==> src/rtl/pipe_ctrl_pkg.sv <==
// Shared opcode/funct constants and MULTU sequencer state type
// for the 5-stage MIPS pipeline hazard controller.
package pipe_ctrl_pkg;

  localparam logic [5:0] R_TYPE  = 6'b000000;
  localparam logic [5:0] LW      = 6'b100011;
  localparam logic [5:0] SW      = 6'b101011;
  localparam logic [5:0] BEQ     = 6'b000100;
  localparam logic [5:0] J       = 6'b000010;

  localparam logic [5:0] F_JR    = 6'b001000;
  localparam logic [5:0] F_MULTU = 6'b011001;
  localparam logic [5:0] F_MFHI  = 6'b010000;
  localparam logic [5:0] F_MFLO  = 6'b010010;

  typedef enum logic [1:0] {
    IDLE,
    LOAD,
    RUN,
    DONE
  } mul_state_t;

  function automatic logic is_multu(
    input logic [5:0] op,
    input logic [5:0] fn
  );
    return (op == R_TYPE) && (fn == F_MULTU);
  endfunction

  function automatic logic is_hilo_rd(
    input logic [5:0] op,
    input logic [5:0] fn
  );
    return (op == R_TYPE) &&
           ((fn == F_MFHI) || (fn == F_MFLO));
  endfunction

endpackage

==> src/rtl/mul_seq_fsm.sv <==
// MULTU sequencer: LOAD, MUL_CYCLES x STEP, DONE strobes
// for the shift-add multiplier; all outputs registered.
module mul_seq_fsm
  import pipe_ctrl_pkg::*;
#(
  parameter int MUL_CYCLES = 32
) (
  input  logic clk,
  input  logic rst_n,
  input  logic start,
  output logic load,
  output logic step,
  output logic done,
  output logic busy
);

  localparam int CW = $clog2(MUL_CYCLES);
  localparam logic [CW-1:0] CNT_MAX = CW'(MUL_CYCLES - 1);

  mul_state_t    state;
  logic [CW-1:0] cnt;

  // Sequencer state, step down-counter and registered strobes
  always_ff @(posedge clk or negedge rst_n) begin
    if (!rst_n) begin
      state <= IDLE;
      cnt   <= '0;
      load  <= 1'b0;
      step  <= 1'b0;
      done  <= 1'b0;
      busy  <= 1'b0;
    end else begin
      unique case (state)
        IDLE: begin
          if (start) begin
            state <= LOAD;
            load  <= 1'b1;
            busy  <= 1'b1;
          end
        end
        LOAD: begin
          state <= RUN;
          cnt   <= CNT_MAX;
          load  <= 1'b0;
          step  <= 1'b1;
        end
        RUN: begin
          if (cnt == '0) begin
            state <= DONE;
            step  <= 1'b0;
            done  <= 1'b1;
          end else begin
            cnt <= cnt - 1'b1;
          end
        end
        DONE: begin
          state <= IDLE;
          done  <= 1'b0;
          busy  <= 1'b0;
        end
        default: begin
          state <= IDLE;
        end
      endcase
    end
  end

endmodule

==> src/rtl/pipe_hazard_ctrl.sv <==
// Load-use / HI-LO stall, branch/jump flush and MULTU sequencing.
// Optional HAZARD_STATS_EN adds stall_cnt/flush_cnt outputs.
module pipe_hazard_ctrl
  import pipe_ctrl_pkg::*;
#(
  parameter int MUL_CYCLES = 32
) (
  input  logic        clk,
  input  logic        rst_n,
  input  logic [5:0]  id_opcode,
  input  logic [5:0]  id_funct,
  input  logic [4:0]  id_rs,
  input  logic [4:0]  id_rt,
  input  logic        id_jump,
  input  logic        ex_mem_read,
  input  logic [4:0]  ex_rt,
  input  logic        mem_br_taken,
  output logic        pc_write,
  output logic        ifid_write,
  output logic        ifid_flush,
  output logic        idex_bubble,
  output logic        exmem_flush,
  output logic        mul_load,
  output logic        mul_step,
  output logic        mul_done,
  output logic        mul_busy
`ifdef HAZARD_STATS_EN
  ,
  output logic [31:0] stall_cnt,
  output logic [31:0] flush_cnt
`endif
);

  logic multu;
  logic hilo_rd;
  logic load_use;
  logic hilo_stall;
  logic stall;
  logic start;

  // Hazard detection and MULTU start qualification
  always_comb begin
    multu      = is_multu(id_opcode, id_funct);
    hilo_rd    = is_hilo_rd(id_opcode, id_funct);
    load_use   = ex_mem_read && (ex_rt != 5'd0) &&
                 ((ex_rt == id_rs) || (ex_rt == id_rt));
    hilo_stall = (multu || hilo_rd) && mul_busy;
    stall      = load_use || hilo_stall;
    start      = multu && !stall &&
                 !mem_br_taken && !id_jump;
  end

  // Pipeline controls: branch flush > stall > jump flush
  always_comb begin
    pc_write    = 1'b1;
    ifid_write  = 1'b1;
    ifid_flush  = 1'b0;
    idex_bubble = 1'b0;
    exmem_flush = 1'b0;
    unique case (1'b1)
      mem_br_taken: begin
        ifid_flush  = 1'b1;
        idex_bubble = 1'b1;
        exmem_flush = 1'b1;
      end
      (!mem_br_taken && stall): begin
        pc_write    = 1'b0;
        ifid_write  = 1'b0;
        idex_bubble = 1'b1;
      end
      (!mem_br_taken && !stall && id_jump): begin
        ifid_flush = 1'b1;
      end
      default: begin
      end
    endcase
    if (!rst_n) begin
      pc_write    = 1'b0;
      ifid_write  = 1'b0;
      ifid_flush  = 1'b0;
      idex_bubble = 1'b0;
      exmem_flush = 1'b0;
    end
  end

  mul_seq_fsm #(
    .MUL_CYCLES (MUL_CYCLES)
  ) u_mul_seq (
    .clk   (clk),
    .rst_n (rst_n),
    .start (start),
    .load  (mul_load),
    .step  (mul_step),
    .done  (mul_done),
    .busy  (mul_busy)
  );

`ifdef HAZARD_STATS_EN
  // Saturating stall / flush cycle counters
  always_ff @(posedge clk or negedge rst_n) begin
    if (!rst_n) begin
      stall_cnt <= '0;
      flush_cnt <= '0;
    end else begin
      if (!pc_write && (stall_cnt != '1))
        stall_cnt <= stall_cnt + 32'd1;
      if ((ifid_flush || exmem_flush) &&
          (flush_cnt != '1))
        flush_cnt <= flush_cnt + 32'd1;
    end
  end
`endif

endmodule

==> config.mk <==
export PLATFORM = sky130hd
export DESIGN_NAME = pipe_hazard_ctrl
export DESIGN_NICKNAME = d
export VERILOG_FILES = /design/src/rtl/pipe_ctrl_pkg.sv /design/src/rtl/mul_seq_fsm.sv /design/src/rtl/pipe_hazard_ctrl.sv
export SDC_FILE = /design/constraint.sdc
export NUM_CORES = 1
export LEC_CHECK = 0
export ABC_CLOCK_PERIOD_IN_PS = 4640
export CAP_MARGIN = 40
export CORE_MARGIN = 8
export CORE_UTILIZATION = 43
export CTS_CLUSTER_SIZE = 28
export DETAILED_ROUTE_END_ITERATION = 12
export GPL_ROUTABILITY_DRIVEN = 0
export GPL_TIMING_DRIVEN = 0
export PLACE_DENSITY = 0.85
export SLEW_MARGIN = 5
export SYNTH_ARGS = -nofsm -noshare
export SYNTH_HDL_FRONTEND = slang
export SYNTH_HIERARCHICAL = 1
export SYNTH_SLANG_ARGS = --single-unit
==> constraint.sdc <==
create_clock -name clk -period 4.64 [get_ports clk]
set_input_delay 0.464 -clock clk [delete_from_list [all_inputs] [get_ports clk]]
set_output_delay 0.464 -clock clk [all_outputs]
set_load 0.01 [all_outputs]
==> results.md <==
* Synth Area in Adders at 8.60%
* Die Span Y at 61.1 µm
* Outcome: finished clean
* Longest Clk Path Bufs at 2
* Crit-path max FO at 4
* Die ar. at 0.00373 mm²
* Number of placement rows at 16
* Hold Crit Class: flop to flop
* Primary FF master, synth: dfrtp_1
* Crit path kind: primary input to primary output
* Distinct cell type count after synthesis at 37
* Routed length per instance at 14.7 µm
* Peak Freq at 319 MHz
* WL met3 at 198 µm
* Worst Tran Pin Value at 638 ps
* Peak VDD IR at 0.280 mV
* Normalized max-slew margin at 57.3%
* Crit path cell chain: clkdlybuf4s50_1, or4_1, o21a_1, a31oi_1, buf_4, clkdlybuf4s50_1
* Synthesized area at 873 µm²
* Pin count of the biggest net entering global routing at 17
* Endpoints failing hold at 0
* # diodes at 0
* Crit. End Element: primary output
* Area delta synth->final at 52.7%
* LEAKAGE at 0.516 nW
* H-Tree Depth at 1
* Syn Area/Cell at 8.82 µm²
* Clk sinks at 11
* I/O Pins at 41
* Clock Latency Late Sink at 270 ps
* Ys Warns at 6
* Post-cts sizing count at 0
* TritonCTS clock tree: built
* Final nets at 182
* Setup Skew at 3.33 ps
* Post-CTS setup buffers at 0
* Hold_ws at 517 ps
* Largest family of logic cells by synthesized area: compound AO/OA/AOI/OAI gates
* Met2 Wirelength at 1270 µm
* Detailed-route DRC error count at 0
* Synth Area in Simple Gates at 21.5%
* First-pass GRT wire length at 3810 µm
* Hold Buf Count CTS at 0
* XOR/XNOR Fraction of Synth Area at 10.0%
* Clock root cell: clkbuf_4
* Drt initial violations at 17
* Number of CTS-inserted buffers at 3
* Slew Limit Fails at 0
* Worst-path clk slew at 60 ps
* Synth Area in Compound Gates at 22.3%
* IO Port Bufs at 40
* Via Count at 904
* Power Dens Cells at 341 mW/mm²
* Uppermost routed layer: met4
* Layout cells sized above 1 at 6.29%
* Minimum clock period at 3130 ps
* Layout fillers at 161
* Pre-antenna DRT Iters at 4
* CP max-delay cell: or4_1
* M1 WL at 953 µm
* Period utilization at 67.5%
* Die W at 61.1 µm
* Vias in the first global route at 955
* Final setup viols at 0
* Syn nets at 137
* Multiplexer share of the synthesized area at 2.58%
* Core Region at 0.00194 mm²
* Initial antenna violation count at 0
* Crit path arrival time at 2670 ps
* Peak per-stage delay on the critical path at 570 ps
* Synth Instances at 99
* Drt via density at 5.32
* Post-synth EDFFs at 0
* Final WL at 2500 µm
* Final TNS setup at 0 ps
* Top cell by count, worst path: clkdlybuf4s50_1
* Remaining Overflow, GRT at 0
* Gr usage total at 13.5%
* Seq cells post-synth at 11
* Starting Density at 45.0%
* CP required at 4180 ps
* Max-Cap Viols at 0
* HPWL after detailed placement at 2150 µm
* Final ANT Viol Nets at 0
* Register area share after synthesis at 31.5%
* Fraction of registers with async set/reset at 100%
* RSZ-0062 raised after global routing: false
* Startpoint types: primary input
## registers in the layout (all words and copies together) (netlist names)
| name | flops |
|---|---|
| u_mul_seq/step | 1 |
| u_mul_seq/done | 1 |
| u_mul_seq/busy | 1 |
| u_mul_seq/state | 2 |
| u_mul_seq/cnt | 5 |
| u_mul_seq/load | 1 |
## placed cells by master (no fill, tap or decap), drive strengths merged, types with 3 or more instances in the layout
| master | netlist | final |
|---|---|---|
| a21oi | 9 | 9 |
| nor2 | 8 | 8 |
| ha | 6 | 6 |
| nand2 | 9 | 9 |
| inv | 5 | 5 |
| xnor2 | 10 | 10 |
| clkdlybuf4s50 | 0 | 40 |
| o21ai | 6 | 6 |
| nor2b | 3 | 3 |
| dfrtp | 11 | 11 |
| clkbuf | 1 | 5 |
## cell usage after synthesis, drive strengths merged, types with 2 or more instances
| master | instances | area share [%] |
|---|---|---|
| o21ai | 6 | 3.4 |
| nand2 | 9 | 3.9 |
| o31ai | 2 | 1.7 |
| and2 | 2 | 1.4 |
| a31oi | 2 | 1.4 |
| xnor2 | 10 | 10 |
| or4b | 2 | 2.7 |
| a21oi | 9 | 5.6 |
| nor2b | 3 | 2.1 |
| dfrtp | 11 | 32 |
| mux2 | 2 | 2.6 |
| nor2 | 8 | 3.4 |
| o21a | 2 | 1.7 |
| ha | 6 | 8.6 |
| nand3 | 2 | 1.1 |
| inv | 5 | 2.1 |
## worst max-delay path: cells and delay by family
family | cells | cell delay, ps
buf+inv | 3 | 1140
simple gates | 1 | 570
compound gates | 2 | 490
## through the flow
step	utilization [%]	cell area, µm²	total power [mW]	setup slack (ps)	std cells
after floorplan	-	873	0.301	2300	99
after global placement	67.3	1310	0.379	1560	166
after detailed placement	67.3	1310	0.392	1490	166
after global routing	68.7	1330	0.489	1410	170
after CTS	68.7	1330	0.459	1490	170
final	68.7	1330	0.455	1510	170
## final cells by class
cell class | instances | area, µm² | share of cell area (%)
multi-input cells | 81 | 568 | 42.6
repair buffers | 40 | 400 | 30.0
flip-flops and latches | 11 | 275 | 20.6
well taps | 27 | 33.8 | 2.53
clock buffers | 4 | 26.3 | 1.97
inverters | 5 | 18.8 | 1.41
plain buffers | 2 | 11.3 | 0.844
## layer usage
| metal | track usage [%] | vias to the layer above |
|---|---|---|
| li1 | - | 446 |
| met1 | 11.9 | 415 |
| met2 | 26.3 | 35 |
| met3 | 3.34 | 8 |
| met4 | 8.31 | 0 |
| met5 | 0 | - |
## cells by family after synthesis
family,Yosys count
AND/OR/NAND/NOR,34
AO/OA/AOI/OAI,29
flip-flops,11
XOR/XNOR,10
buffers and inverters,7
adder cells (fa/ha/maj),6
multiplexers,2
## final timing paths
check | startpoint | end | slack [ps] | cells past startpoint
worst max register to register | u_mul_seq/busy | u_mul_seq/state[1] | 2760 | 6
max in group asynchronous | rst_n | u_mul_seq/cnt[0] | 3640 | 1
worst max-delay path | ex_rt[0] | pc_write | 1510 | 6
worst min register to register | u_mul_seq/done | u_mul_seq/done | 520 | 1
worst min-delay path | u_mul_seq/done | u_mul_seq/done | 520 | 1
min in group asynchronous | rst_n | u_mul_seq/step | 590 | 1
## power breakdown
part	switching (mW)	leakage, nW	total, mW	internal, mW
Combinational	0.114	0.382	0.237	0.123
Clock	0.0307	0.0150	0.0640	0.0333
Sequential	0.0274	0.120	0.154	0.127
Total	0.172	0.516	0.455	0.283
Note: power is estimated with default switching activity, not from simulation.
